`src/rtl/seq_det_pkg.sv`:
```
// Shared types and constants for the parametrised serial sequence detector.
package seq_det_pkg;

  typedef enum logic {FILL, ARMED} state_t;

  localparam logic [5:0] DEFAULT_PAT = 6'b101111;

  // The fill counter must be able to hold the value PAT_W itself.
  function automatic int fill_width(input int pat_w);
    return $clog2(pat_w + 1);
  endfunction

endpackage

```
`src/rtl/seq_shift_window.sv`:
```
// History shift register plus saturating fill counter. The next-state values are
// exported so the detector can compare against the post-shift window on the same edge.
module seq_shift_window
  import seq_det_pkg::*;
#(
  parameter int HIST_W = 8,
  parameter int PAT_W  = 6,
  parameter int FILL_W = fill_width(PAT_W)
) (
  input  logic              clk,
  input  logic              rst,
  input  logic              shift,
  input  logic              din,
  input  logic              clear,
  input  logic              restart,
  output logic [HIST_W-1:0] hist,
  output logic [HIST_W-1:0] hist_nxt,
  output logic [FILL_W-1:0] fill_nxt
);

  logic [FILL_W-1:0] fill;

  assign hist_nxt = {hist[HIST_W-2:0], din};
  assign fill_nxt = (fill == FILL_W'(PAT_W)) ? fill : fill + 1'b1;

  // restart zeroes the fill count but keeps the history bits
  always_ff @(posedge clk or negedge rst) begin
    if (!rst) begin
      hist <= '0;
      fill <= '0;
    end else if (clear) begin
      hist <= '0;
      fill <= '0;
    end else begin
      if (shift) hist <= hist_nxt;
      if (restart)    fill <= '0;
      else if (shift) fill <= fill_nxt;
    end
  end

endmodule

```
`src/rtl/seq_detector_param.sv`:
```
// Serial MSB-first pattern detector with run-time loadable pattern, selectable
// overlap mode, registered match pulse and saturating match counter.
module seq_detector_param
  import seq_det_pkg::*;
#(
  parameter int               PAT_W       = 6,
  parameter int               HIST_W      = 8,
  parameter int               CNT_W       = 4,
  parameter logic [PAT_W-1:0] DEFAULT_PAT = seq_det_pkg::DEFAULT_PAT
) (
  input  logic              clk,
  input  logic              rst,
  input  logic              din,
  input  logic              din_valid,
  input  logic              clear,
  input  logic              pat_load,
  input  logic [PAT_W-1:0]  pat_in,
  input  logic              overlap,
  output logic [HIST_W-1:0] hist,
  output logic              match,
  output logic [CNT_W-1:0]  match_cnt,
  output logic [PAT_W-1:0]  pat_cur
);

  localparam int FILL_W = fill_width(PAT_W);

  function automatic logic [CNT_W-1:0] sat_inc(input logic [CNT_W-1:0] v);
    return (&v) ? v : v + 1'b1;
  endfunction

  state_t            state;
  logic [HIST_W-1:0] hist_nxt;
  logic [FILL_W-1:0] fill_nxt;
  logic              shift;
  logic              full;
  logic              hit;
  logic              restart;

  // clear and pat_load both suppress the incoming bit
  assign shift   = din_valid & ~clear & ~pat_load;
  assign full    = (state == ARMED) || (fill_nxt == FILL_W'(PAT_W));
  assign hit     = shift && full && (hist_nxt[PAT_W-1:0] == pat_cur);
  assign restart = pat_load | (hit & ~overlap);

  seq_shift_window #(
    .HIST_W (HIST_W),
    .PAT_W  (PAT_W),
    .FILL_W (FILL_W)
  ) u_window (
    .clk      (clk),
    .rst      (rst),
    .shift    (shift),
    .din      (din),
    .clear    (clear),
    .restart  (restart),
    .hist     (hist),
    .hist_nxt (hist_nxt),
    .fill_nxt (fill_nxt)
  );

  always_ff @(posedge clk or negedge rst) begin
    if (!rst) begin
      state     <= FILL;
      match     <= 1'b0;
      match_cnt <= '0;
      pat_cur   <= DEFAULT_PAT;
    end else if (clear) begin
      state     <= FILL;
      match     <= 1'b0;
      match_cnt <= '0;
    end else if (pat_load) begin
      state   <= FILL;
      match   <= 1'b0;
      pat_cur <= pat_in;
    end else if (din_valid) begin
      match <= hit;
      if (hit) match_cnt <= sat_inc(match_cnt);
      // a non-overlapping hit forces the window to collect PAT_W fresh bits
      if (hit && !overlap) state <= FILL;
      else if (full)       state <= ARMED;
      else                 state <= FILL;
    end else begin
      match <= 1'b0;
    end
  end

endmodule

```
`config.mk`:
```
export PLATFORM = sky130hd
export DESIGN_NAME = seq_detector_param
export DESIGN_NICKNAME = d
export VERILOG_FILES = /design/src/rtl/seq_det_pkg.sv /design/src/rtl/seq_shift_window.sv /design/src/rtl/seq_detector_param.sv
export SDC_FILE = /design/constraint.sdc
export NUM_CORES = 1
export LEC_CHECK = 0
export ABC_CLOCK_PERIOD_IN_PS = 2900
export BUFFER_PORTS_ARGS = -buffer_cell sky130_fd_sc_hd__buf_4
export CAP_MARGIN = 0
export CORE_MARGIN = 2
export CORE_UTILIZATION = 52
export DETAILED_ROUTE_END_ITERATION = 7
export PLACE_DENSITY_LB_ADDON = 0.1
export REMOVE_ABC_BUFFERS = 1
export SKIP_CTS_REPAIR_TIMING = 1
export SLEW_MARGIN = 5
export SYNTH_ARGS = -nofsm -noshare
export SYNTH_HDL_FRONTEND = slang
export SYNTH_HIERARCHICAL = 1
export SYNTH_SLANG_ARGS = --single-unit
```
`constraint.sdc`:
```
create_clock -name clk -period 2.9 [get_ports clk]
set_input_delay 0.29 -clock clk [delete_from_list [all_inputs] [get_ports clk]]
set_output_delay 0.29 -clock clk [all_outputs]
set_load 0.03 [all_outputs]
```
==> impl_results.md <==
* Reg2reg start: u_window/fill[0]$_DFFE_PN0P_
* Worst Setup Slack post-DPL at 0.627 ns
* Peak VDD IR at 0.376 mV
* Final Setup Violations at 0
* CTS tree: done
* Reg2Reg Depth at 10
* Final Hold Vio Count at 0
* Layout Nets at 162
* Top Ports at 32
* Reg area at 582 um^2
* Crit Path Max Fanout at 4
* Critical hold path startpoint: pat_in[1]
* Gp weighted congestion at 0.792
* Num CTS Buffers at 3
* Crit path DAT at 2.47 ns
* Layout Utilization at 0.642
* Clk_lat worst skew at 0.31 ns
* Placement row count at 18
* Unrepaired setup endpoints after global routing: false
* Synth Area per Inst at 11.2 um^2
* Final period util at 0.786
* Static leakage at 0.703 nW
* Global-route wire length before repair at 3880 um
* Reg-to-reg endpoint: u_window/fill[0]$_DFFE_PN0P_
* Global route overflow at 0
* Core Box Area at 2430 um^2
* Via density per instance at 5.23
* WL/cell at 13.3 um
* Worst-path clk slew at 0.13 ns
* Cell area after synthesis at 1320 um^2
* Worst reg2reg setup slack at 0.62 ns
* Setup CP Type: flop to flop
* Largest net degree at the start of global routing at 24
* Slew @ Worst Pin at 0.491 ns
* Setup TNS at 0 ns
* Pwr/cell area at 403 nW/um^2
* CP Capture Type: flop
* Die area at 2950 um^2
* Synth Instances at 118
* Die W at 54.3 um
* Multi-input logic area at 651 um^2
* Maximum clock frequency at 0.439 GHz
* Die Ht at 54.3 um
* Worst Setup SP: u_window/fill[0]$_DFFE_PN0P_
* Via count at 915
* Count of input and output buffers at 31
* CP startpoint kind: flop
* Post-route DRC at 0
* Clk sinks at 23
* Pwr Total at 0.629 mW
* Clock Skew at 0.0114 ns
* Synth Warn # at 6
* Root buffer cell: clkbuf_4
* Initial Util at 0.542
* Slack of the critical path at 0.621 ns
* Antenna Nets Post-Route at 0
* DP HPWL at 1810 um
* WL final at 2340 um
* Worst EP required at 3.09 ns
* Worst hold path cell count at 2
* Status: finished clean
* Minimum clock period at 2.28 ns
* Fillers at 199
* Post-route cell area at 1560 um^2
* Max-slew violation count at 0
* Share of layout cells above drive strength 1 at 0.407
* H-tree depth at 1
* Hold EP: pat_cur[1]$_DFFE_PN1P_
* GRT Util Overall at 0.187
* CTS max path bufs at 2
* Cell Area, Placed at 1530 um^2
* Area growth syn-to-layout at 18.6%
* Tightest Hold Check Type: input port to flop
* Antenna cells at 0
* Slew margin rel. at 0.672
* DR iter-0 viols at 6
* Drt first pass iters at 4
* Vias in the first global route at 888
* Initial antenna violation count at 0
* Max-capacitance violation count at 0
==> state kept, by name (all words and copies together) (netlist names) <==
name / flops
match_cnt: 4
match: 1
u_window/fill: 3
state: 1
pat_cur: 6
u_window/hist: 8
==> cell usage in the layout (no fill, tap or decap), types with 2 or more instances in the layout <==
master and count:
buf_4 32, dfrtp_1 18, nor2_1 13, mux2i_1 9, mux2_2 8, xnor2_1 7
dfstp_2 5, inv_1 4, nand2_1 4, nor2b_1 4, nand3_1 3, nand2b_1 3
ha_1 3, clkbuf_4 3, a21oi_1 3, nor4_2 2, nor3_1 2
==> where the power goes <==
| part | leakage, nW | internal (mW) | switching [mW] |
|---|---|---|---|
| sequential | 0.302 | 0.342 | 0.0137 |
| clock | 0.0177 | 0.0514 | 0.0931 |
| combinational | 0.384 | 0.0570 | 0.0719 |
==> worst max-delay path by stage <==
stage | endpoint | slack, ns
3_3_place_gp | u_window/fill[0]$_DFFE_PN0P_ | 0.72
4_1_cts | u_window/fill[0]$_DFFE_PN0P_ | 0.61
2_1_floorplan | u_window/fill[0]$_DFFE_PN0P_ | 0.82
3_5_place_dp | u_window/fill[0]$_DFFE_PN0P_ | 0.63
5_1_grt | u_window/fill[0]$_DFFE_PN0P_ | 0.44
6_report | u_window/fill[0]$_DFFE_PN0P_ | 0.62
==> metal layers <==
layer / part of all wire / GRT usage
met1: 0.46 / 0.254
met5: 0 / 0
met3: 0.048 / 0.0328
met2: 0.48 / 0.295
met4: 0.0056 / 0.0750
==> worst max-delay path: stages, from the launching register on <==
cell	delay, ns
dfrtp_1	0.42
inv_1	0.10
ha_1	0.21
nand2_1	0.08
xnor2_1	0.13
and3b_1	0.29
nor2_1	0.07
nor4_1	0.33
a21o_1	0.20
nor3b_1	0.06
mux2_4	0.28
==> layout make-up <==
cell class,instances,share of cell area
multi-input combinational,81,0.416
clock inverter,1,0.00320
tap,30,0.0240
inverter,4,0.00961
clock buffer,3,0.0144
sequential,23,0.372
timing repair buffer,33,0.160
==> stage by stage <==
| step | std cells | hold slack (ns) |
|---|---|---|
| after floorplan | 108 | -0.00559 |
| after global placement | 170 | 0.202 |
| after detailed placement | 170 | 0.198 |
| after CTS | 174 | -0.158 |
| after global routing | 175 | 0.183 |
| final | 175 | 0.203 |
No activity file was read; power rests on OpenSTA's default activity.
